[src/rtl/max_pool_3x3_pkg.sv]
`default_nettype none
// ============================================================================
//  Module   : max_pool_3x3_pkg
//  Purpose  : Shared constants for the 3x3 FP16 max-pool reducer and the
//             sign-magnitude ordering helper used by every max2 node.
//  Revision : 1.0  initial release
// ============================================================================
package max_pool_3x3_pkg;

  localparam int NN_WIDTH        = 16;
  localparam int POOL_WINDOW     = 9;
  localparam int NH_VECTOR_WIDTH = NN_WIDTH * POOL_WINDOW;
  localparam int POOL_OUT_WIDTH  = NN_WIDTH;

  // binary16 field positions
  localparam int FP16_SIGN_BIT = 15;
  localparam int FP16_EXP_MSB  = 14;
  localparam int FP16_EXP_LSB  = 10;
  localparam int FP16_MAN_MSB  = 9;
  localparam int FP16_MAN_LSB  = 0;

  // True when a is greater than or equal to b in sign-magnitude order.
  // Both zeros (either sign) count as equal so the a-side is kept.
  function automatic logic fp16_a_wins(input logic [NN_WIDTH-1:0] a,
                                       input logic [NN_WIDTH-1:0] b);
    logic [FP16_EXP_MSB:0] mag_a;
    logic [FP16_EXP_MSB:0] mag_b;
    logic                  win;
    mag_a = a[FP16_EXP_MSB:0];
    mag_b = b[FP16_EXP_MSB:0];
    if ((mag_a == '0) && (mag_b == '0)) begin
      win = 1'b1;
    end else if (a[FP16_SIGN_BIT] != b[FP16_SIGN_BIT]) begin
      win = ~a[FP16_SIGN_BIT];
    end else if (!a[FP16_SIGN_BIT]) begin
      win = (mag_a >= mag_b);
    end else begin
      win = (mag_a <= mag_b);
    end
    return win;
  endfunction

endpackage
`default_nettype wire

[src/rtl/max_pool_3x3_fp16_max2.sv]
`default_nettype none
// ============================================================================
//  Module   : fp16_max2
//  Purpose  : Combinational two-input FP16 maximum; returns a on a tie.
//  Revision : 1.0  initial release
// ============================================================================
module fp16_max2
  import max_pool_3x3_pkg::*;
(
  input  logic [NN_WIDTH-1:0] a,
  input  logic [NN_WIDTH-1:0] b,
  output logic [NN_WIDTH-1:0] max_out
);

  assign max_out = fp16_a_wins(a, b) ? a : b;

endmodule
`default_nettype wire

[src/rtl/max_pool_3x3.sv]
`default_nettype none
// ============================================================================
//  Module   : max_pool_3x3
//  Purpose  : 3x3 FP16 max-pool reducer. Balanced tree 9->5->3->2->1 of
//             fp16_max2 nodes followed by an output register.
//             Build option MAX_POOL_PIPELINE_EN adds a register after the
//             second tree level (latency 2 instead of 1).
//  Revision : 1.0  initial release
// ============================================================================
module max_pool_3x3
  import max_pool_3x3_pkg::*;
(
  input  logic                       clk,
  input  logic                       reset,
  input  logic                       ena,
  input  logic [NH_VECTOR_WIDTH-1:0] in_vector,
  output logic [POOL_OUT_WIDTH-1:0]  pool_out
);

  logic [NN_WIDTH-1:0] w_elem [POOL_WINDOW];
  logic [NN_WIDTH-1:0] w_l1   [5];
  logic [NN_WIDTH-1:0] w_l2   [3];
  logic [NN_WIDTH-1:0] w_l3_in [3];
  logic [NN_WIDTH-1:0] w_l3;
  logic [NN_WIDTH-1:0] w_max;

  generate
    for (genvar k = 0; k < POOL_WINDOW; k++) begin : g_unpack
      assign w_elem[k] = in_vector[k*NN_WIDTH +: NN_WIDTH];
    end

    // Level 1: four pairs, element 8 passes through unpaired
    for (genvar i = 0; i < 4; i++) begin : g_level1
      fp16_max2 u_max2 (
        .a       (w_elem[2*i]),
        .b       (w_elem[2*i+1]),
        .max_out (w_l1[i])
      );
    end
  endgenerate

  assign w_l1[4] = w_elem[8];

  // Level 2: two pairs, the element-8 path passes through
  fp16_max2 u_l2_0 (.a(w_l1[0]), .b(w_l1[1]), .max_out(w_l2[0]));
  fp16_max2 u_l2_1 (.a(w_l1[2]), .b(w_l1[3]), .max_out(w_l2[1]));
  assign w_l2[2] = w_l1[4];

`ifdef MAX_POOL_PIPELINE_EN
  logic [NN_WIDTH-1:0] r_l2 [3];

  // Mid-tree stage holding the three partial maxima
  always_ff @(posedge clk) begin
    if (!reset) begin
      for (int j = 0; j < 3; j++) r_l2[j] <= '0;
    end else if (ena) begin
      for (int j = 0; j < 3; j++) r_l2[j] <= w_l2[j];
    end
  end

  assign w_l3_in = r_l2;
`else
  assign w_l3_in = w_l2;
`endif

  // Levels 3 and 4: lower-index partial always on the a input
  fp16_max2 u_l3   (.a(w_l3_in[0]), .b(w_l3_in[1]), .max_out(w_l3));
  fp16_max2 u_l4   (.a(w_l3),       .b(w_l3_in[2]), .max_out(w_max));

  // Output register
  always_ff @(posedge clk) begin
    if (!reset) begin
      pool_out <= '0;
    end else if (ena) begin
      pool_out <= w_max;
    end
  end

endmodule
`default_nettype wire

[config.mk]
export PLATFORM = sky130hd
export DESIGN_NAME = max_pool_3x3
export DESIGN_NICKNAME = d
export VERILOG_FILES = /design/src/rtl/max_pool_3x3_pkg.sv /design/src/rtl/max_pool_3x3_fp16_max2.sv /design/src/rtl/max_pool_3x3.sv
export SDC_FILE = /design/constraint.sdc
export NUM_CORES = 1
export LEC_CHECK = 0
export ABC_AREA = 1
export ABC_CLOCK_PERIOD_IN_PS = 11800
export CELL_PAD_IN_SITES_DETAIL_PLACEMENT = 1
export CELL_PAD_IN_SITES_GLOBAL_PLACEMENT = 2
export CORE_MARGIN = 4
export CORE_UTILIZATION = 29
export DETAILED_ROUTE_END_ITERATION = 16
export PLACE_DENSITY = 0.87
export SLEW_MARGIN = 15
export SYNTH_ARGS = -nofsm -noshare
export SYNTH_HDL_FRONTEND = slang
export SYNTH_HIERARCHICAL = 1
export SYNTH_SLANG_ARGS = --single-unit
export TNS_END_PERCENT = 1
[constraint.sdc]
create_clock -name clk -period 11.8 [get_ports clk]
set_input_delay 2.36 -clock clk [delete_from_list [all_inputs] [get_ports clk]]
set_output_delay 2.36 -clock clk [all_outputs]
set_load 0.1 [all_outputs]
==> metrics, run 1 <==
Largest regs=pool_out: 16 flops; top post-synthesis cells by area=nand2_1 (24%), ha_1 (20%), nand4_1 (13%); Worst Tran Pin Value=~1.1 ns; HPWL after DPL=24,400 µm; Max Cap Viol=0; minimum clock period=around 9.7 ns; Slew Limit Fails=0; Total Negative Setup Slacks=0 ns; DR vias/cell=between 5 and 6; Die Span Y=167 µm; DRT Pass-1 Iters=4; antenna violations before repair=0; count of final setup violators=0; commonest non-fill, non-tap cells in the layout=nand2_1 (478), inv_1 (201), clkdlybuf4s50_1 (162), nand4_1 (152), ha_1 (120); CP endpoint kind=register; CTS max path bufs=2; Synth Warn #=6; CP Class=in -> reg; RSZ-0062 raised after global routing=false; worst clock skew=0 ns; mapped cell area=between 7000 and 8000 µm²; required time worst endpoint=approximately 12 ns; Starting Density=just under 30%; max FFs per register=16; Tot GR Track Use=about a fifth; Yosys reg bits=16; CP dominant cell by count=nand2_1; Nets=around 1,700; Syn Nets=around 1,600; Syn Inst Count=around 1,300; relative slew slack=between 20% and 30%; Total Wirelength=~28,000 µm; Port Buffer Count=162; crit path max-delay cell type=clkdlybuf4s50_1; largest net degree at the start of global routing=33; clk sinks=16; share of the synthesized area in the top cell type=24.5%; worst path arrival time=between 9 and 10 ns; Num CTS Buffers=3; CTS root buf=clkbuf_16; clock-pin slew on the worst setup and hold paths=0.05 ns; crit start category=input port; vias in the first global route=just over 9,000; most flop-heavy register=pool_out; die area=roughly 28,000 µm²; Routed Antenna Nets=0; Clock Latency Late Sink=between 0.2 and 0.25 ns; drt wl/cell=16.1 µm; Leak=approximately 0.0051 µW; number of I/O pins=163; Max VDD drop=~0.070 mV; Final Hold Vio Count=0; antenna cells=0; post-synthesis average cell area=around 5.7 µm²; Rows=between 50 and 60; Placement Setup Slack=approximately 2 ns; worst reg2reg setup slack=roughly 11 ns; final setup margin=approximately 2.1 ns; sequential area share after synthesis=4.37%; outcome=completed; number of setup buffers added after CTS=0; area leader, netlist=nand2_1; crit path max fanout=17; post-route clock period utilization=between 80% and 90%; CTS tree=built; share of cells above drive strength 1=between 6 and 7%; Core ar.=about 25,000 µm²; maximum clock rate=slightly above 100 MHz; DRC=0; Final Wtd Congestion=~0.9; Max stage delay on crit path=between 0.5 and 0.6 ns; Resized Gates After CTS=0; initial DRC count=348; via count=8,755; PD cells=149 nW/µm²; Synth cell types=24; die width=167 µm; hold buffer count at cts=0; commonest non-fill, non-tap cell in the layout=nand2_1; first-pass GRT wire length=around 46,000 µm; Tightest Hold Check Type=reg -> reg; grt ovf=0; synthesis-to-layout area growth=25.1%; CTS H-tree depth=1
[per-stage QoR]
step	hold WS (ns)	power (µW)	std cells	util, %	area [µm²]
after detailed placement	0.467	1300	1734	37.0	9090
after global placement	0.463	1270	1734	37.0	9090
after floorplan	0.909	999	1285	-	7330
after CTS	0.474	1380	1737	37.3	9170
final	0.469	1370	1737	37.3	9170
after global routing	0.502	1530	1737	37.3	9170
[where the power goes]
group | leakage (µW) | internal [µW] | switching [µW]
clock network | 0.0000370 | 44.5 | 21.2
registers | 0.000133 | 69.7 | 8.49
logic | 0.00494 | 389 | 836
total | 0.00511 | 504 | 866
[path summary, 6_finish.rpt]
kind / cells after the start / start / end
setup reg to reg: 2 / pool_out[5]$_SDFFE_PN0P_ / pool_out[5]$_SDFFE_PN0P_
hold / removal: 2 / pool_out[9]$_SDFFE_PN0P_ / pool_out[9]$_SDFFE_PN0P_
setup / recovery: 52 / in_vector[122] / pool_out[15]$_SDFFE_PN0P_
hold reg to reg: 2 / pool_out[9]$_SDFFE_PN0P_ / pool_out[9]$_SDFFE_PN0P_
[layout make-up]
cell class | count | area, µm²
tap | 324 | 405
clock buffer | 3 | 75.1
fill | 3329 | 15400
multi-input combinational | 1024 | 5960
inverter | 208 | 781
timing repair buffer | 162 | 1620
sequential | 16 | 320
[worst max-delay path: cells and delay by family]
kind            cells  cell delay, ns
compound gates      4            0.70
buf+inv             8            1.03
simple gates       36            4.56
fa+ha+maj           4            1.11
[Yosys cell counts (all sizes together)]
cell type / n
nand2: 528
nor2: 88
and3: 8
ha: 120
nor4: 32
dfxtp: 16
clkbuf: 9
a21oi: 40
inv: 208
nor3: 16
nand3: 40
buf: 28
nand4: 152
[logic make-up (layout without fill, tap and decap cells)]
kind of cell / count (synthesis) / in the layout / share of synthesized area [%]
buffers and inverters: 245 / 373 / 14.3
DFF: 16 / 16 / 4.37
and+or+nand+nor: 864 / 864 / 57.8
adders and majority gates: 120 / 120 / 20.5
AOI/OAI and AO/OA: 40 / 40 / 3.09
[per-layer routing]
metal  track usage [%]  vias up  share of wire [%]
met2              35.8      147                 50
met5                 0        -                  0
met1              25.9     4107                 47
met3              1.19       14                2.8
li1                  -     4487                  -
met4              1.42        0               0.51
Note: power is estimated with default switching activity, not from simulation.
==> run 2, diff against run 1 <==
ABC_CLOCK_PERIOD_IN_PS = 9600   (was 11800)
CORE_UTILIZATION = 27   (was 29)
PLACE_DENSITY = 0.81   (was 0.87)
clock period = 9.6 ns   (was 11.8 ns; I/O delays follow)
==> run 2 against run 1 <==
  * Clock-buffer cell count is 1 higher
  * Final cell count is 2.4% higher
  * Critical path depth is 1 higher
  * Die area is 7.0% higher
  * Total power is 30% higher
  * Non-clock buffer count is 23 higher
  * Critical path type unchanged
  * Critical endpoint unchanged
  * Largest power group unchanged
  * Highest routed layer unchanged
==> metrics, run 2 (synthesized netlist as in run 1, its figures left out) <==
outcome=completed; Port Buffer Count=162 (unchanged); maximum clock rate=around 110 MHz; via count=8,795 (+0.46%); relative slew slack=27.4% (+1.0 points); commonest non-fill, non-tap cells in the layout=nand2_1 (478), inv_1 (201), clkdlybuf4s50_1 (162), nand4_1 (152), ha_1 (120); Final Wtd Congestion=0.898 (-2.7%); initial DRC count=361 (+3.7%); worst clock skew=0 ns (unchanged); commonest non-fill, non-tap cell in the layout=nand2_1; crit path max-delay cell type=clkdlybuf4s50_1; CTS root buf=clkbuf_16; grt ovf=0 (unchanged); vias in the first global route=9,001 (-1.4%); Max stage delay on crit path=0.49 ns (-0.05 ns); Largest regs=pool_out: 16 flops; Worst Tran Pin Value=1.09 ns (-0.0156 ns); Die Span Y=173 µm (+3.5%); CP dominant cell by count=nand2_1; clk sinks=16 (unchanged); Max Cap Viol=0 (unchanged); Routed Antenna Nets=0 (unchanged); antenna cells=0 (unchanged); Total Wirelength=28,600 µm (+2.1%); CTS tree=built; die area=29,800 µm² (+7.0%); Clock Latency Late Sink=0.24 ns (about the same); clock-pin slew on the worst setup and hold paths=0.05 ns (about the same); Final Hold Vio Count=0 (unchanged); number of I/O pins=163 (unchanged); required time worst endpoint=9.74 ns (-2.19 ns); fillers=3,533 (+6.1%); post-route clock period utilization=between 90% and 100%; Tightest Hold Check Type=reg -> reg; HPWL after DPL=24,500 µm (+0.64%); synthesis-to-layout area growth=28.8%; largest net degree at the start of global routing=33 (unchanged); die width=173 µm (+3.5%); PD cells=189 nW/µm² (+26%); CP Class=in -> reg; CP endpoint kind=register; Core ar.=26,800 µm² (+8.9%); Slew Limit Fails=0 (unchanged); Leak=0.00525 µW (+2.6%); antenna violations before repair=0 (unchanged); share of cells above drive strength 1=8.28% (+1.7 points); delay-heaviest family, CP=simple AND/OR/NAND/NOR gates; crit start category=input port; DR vias/cell=4.94 (-1.9%); count of final setup violators=0 (unchanged); CTS max path bufs=2 (unchanged); worst path arrival time=8.98 ns (-0.82 ns); Nets=1,706 (+1.4%); most flop-heavy register=pool_out; DRC=0 (unchanged); hold buffer count at cts=0 (unchanged); max FFs per register=16 (unchanged); DRT Pass-1 Iters=4 (unchanged); drt wl/cell=16.1 µm (-0.30%); Starting Density=27.3% (-2.4 points); Total Negative Setup Slacks=0 ns (unchanged); Buf/Inv on CP=7 (-1); CTS H-tree depth=1 (unchanged); design area=9440 µm² (+3.0%); first-pass GRT wire length=46,400 µm (+0.18%); Max VDD drop=0.0839 mV (+20%); RSZ-0062 raised after global routing=false; Rows=60 (+5.3%); Tot GR Track Use=18.2% (-1.2 points); Hold WS=0.471 ns (+0.00220 ns); crit path max fanout=17 (unchanged); area post-placement=9110 µm² (+0.23%); minimum clock period=8.85 ns; Num CTS Buffers=3 (unchanged)
run 2: changes by cell type in the layout (fill, tap and decap cells not counted), sizes merged:
cell,previous run,this run
buf,0,23
nand3,40,41
clkbuf,3,4
run 2: worst paths after layout:
kind                        startpoint                   endpoint  slack (ns)  cells after the start
max                      in_vector[90]  pool_out[15]$_SDFFE_PN0P_        0.75                     53
min           pool_out[1]$_SDFFE_PN0P_   pool_out[1]$_SDFFE_PN0P_        0.47                      2
max reg2reg  pool_out[13]$_SDFFE_PN0P_  pool_out[13]$_SDFFE_PN0P_        9.01                      2
min reg2reg   pool_out[1]$_SDFFE_PN0P_   pool_out[1]$_SDFFE_PN0P_        0.47                      2
run 2: area by class of cell:
type	instances	area, µm²	share of cell area [%]
multi-input combinational	1025	5990	63.5
tap	341	427	4.52
clock buffer	4	88.8	0.941
timing repair buffer	185	1830	19.4
sequential	16	320	3.39
inverter	208	781	8.27
run 2: worst reg2reg max path: stages, from the launching register on:
cell	delay, ns
dfxtp_1	0.31
nor2_1	0.10
nor2_1	0.07
run 2: timing repair:
action	in CTS	in global routing
endpoints found under the setup margin	0	16
gates resized for setup	0	3
buffers inserted	0	23
run 2: power breakdown:
group          internal [µW]  leakage (µW)  total [µW]  switching, µW
Clock                   63.3     0.0000442        89.7           26.4
Combinational            543       0.00507        1600           1050
Sequential              85.6      0.000133        95.0           9.44
Total                    692       0.00525        1780           1090
run 2: per-stage QoR:
step / power (µW) / utilization [%] / cells / setup WS (ns)
after global placement: 1580 / 34.0 / 1751 / 0.425
after floorplan: 1230 / - / 1285 / 2.22
after CTS: 1700 / 34.3 / 1755 / 0.485
final: 1780 / 35.2 / 1779 / 0.755
after global routing: 1990 / 35.2 / 1779 / 0.0240
after detailed placement: 1600 / 34.0 / 1751 / 0.248
run 2: per-layer routing:
metal  up-vias  part of all wire, %  wire, µm  GRT usage, %
met4         0                 0.60       171          1.46
met3        16                  2.9       830          1.42
met5         -                    0         0             0
met2       165                   48     13900          33.1
met1      4077                   48     13700          24.5
li1       4537                    -         -             -
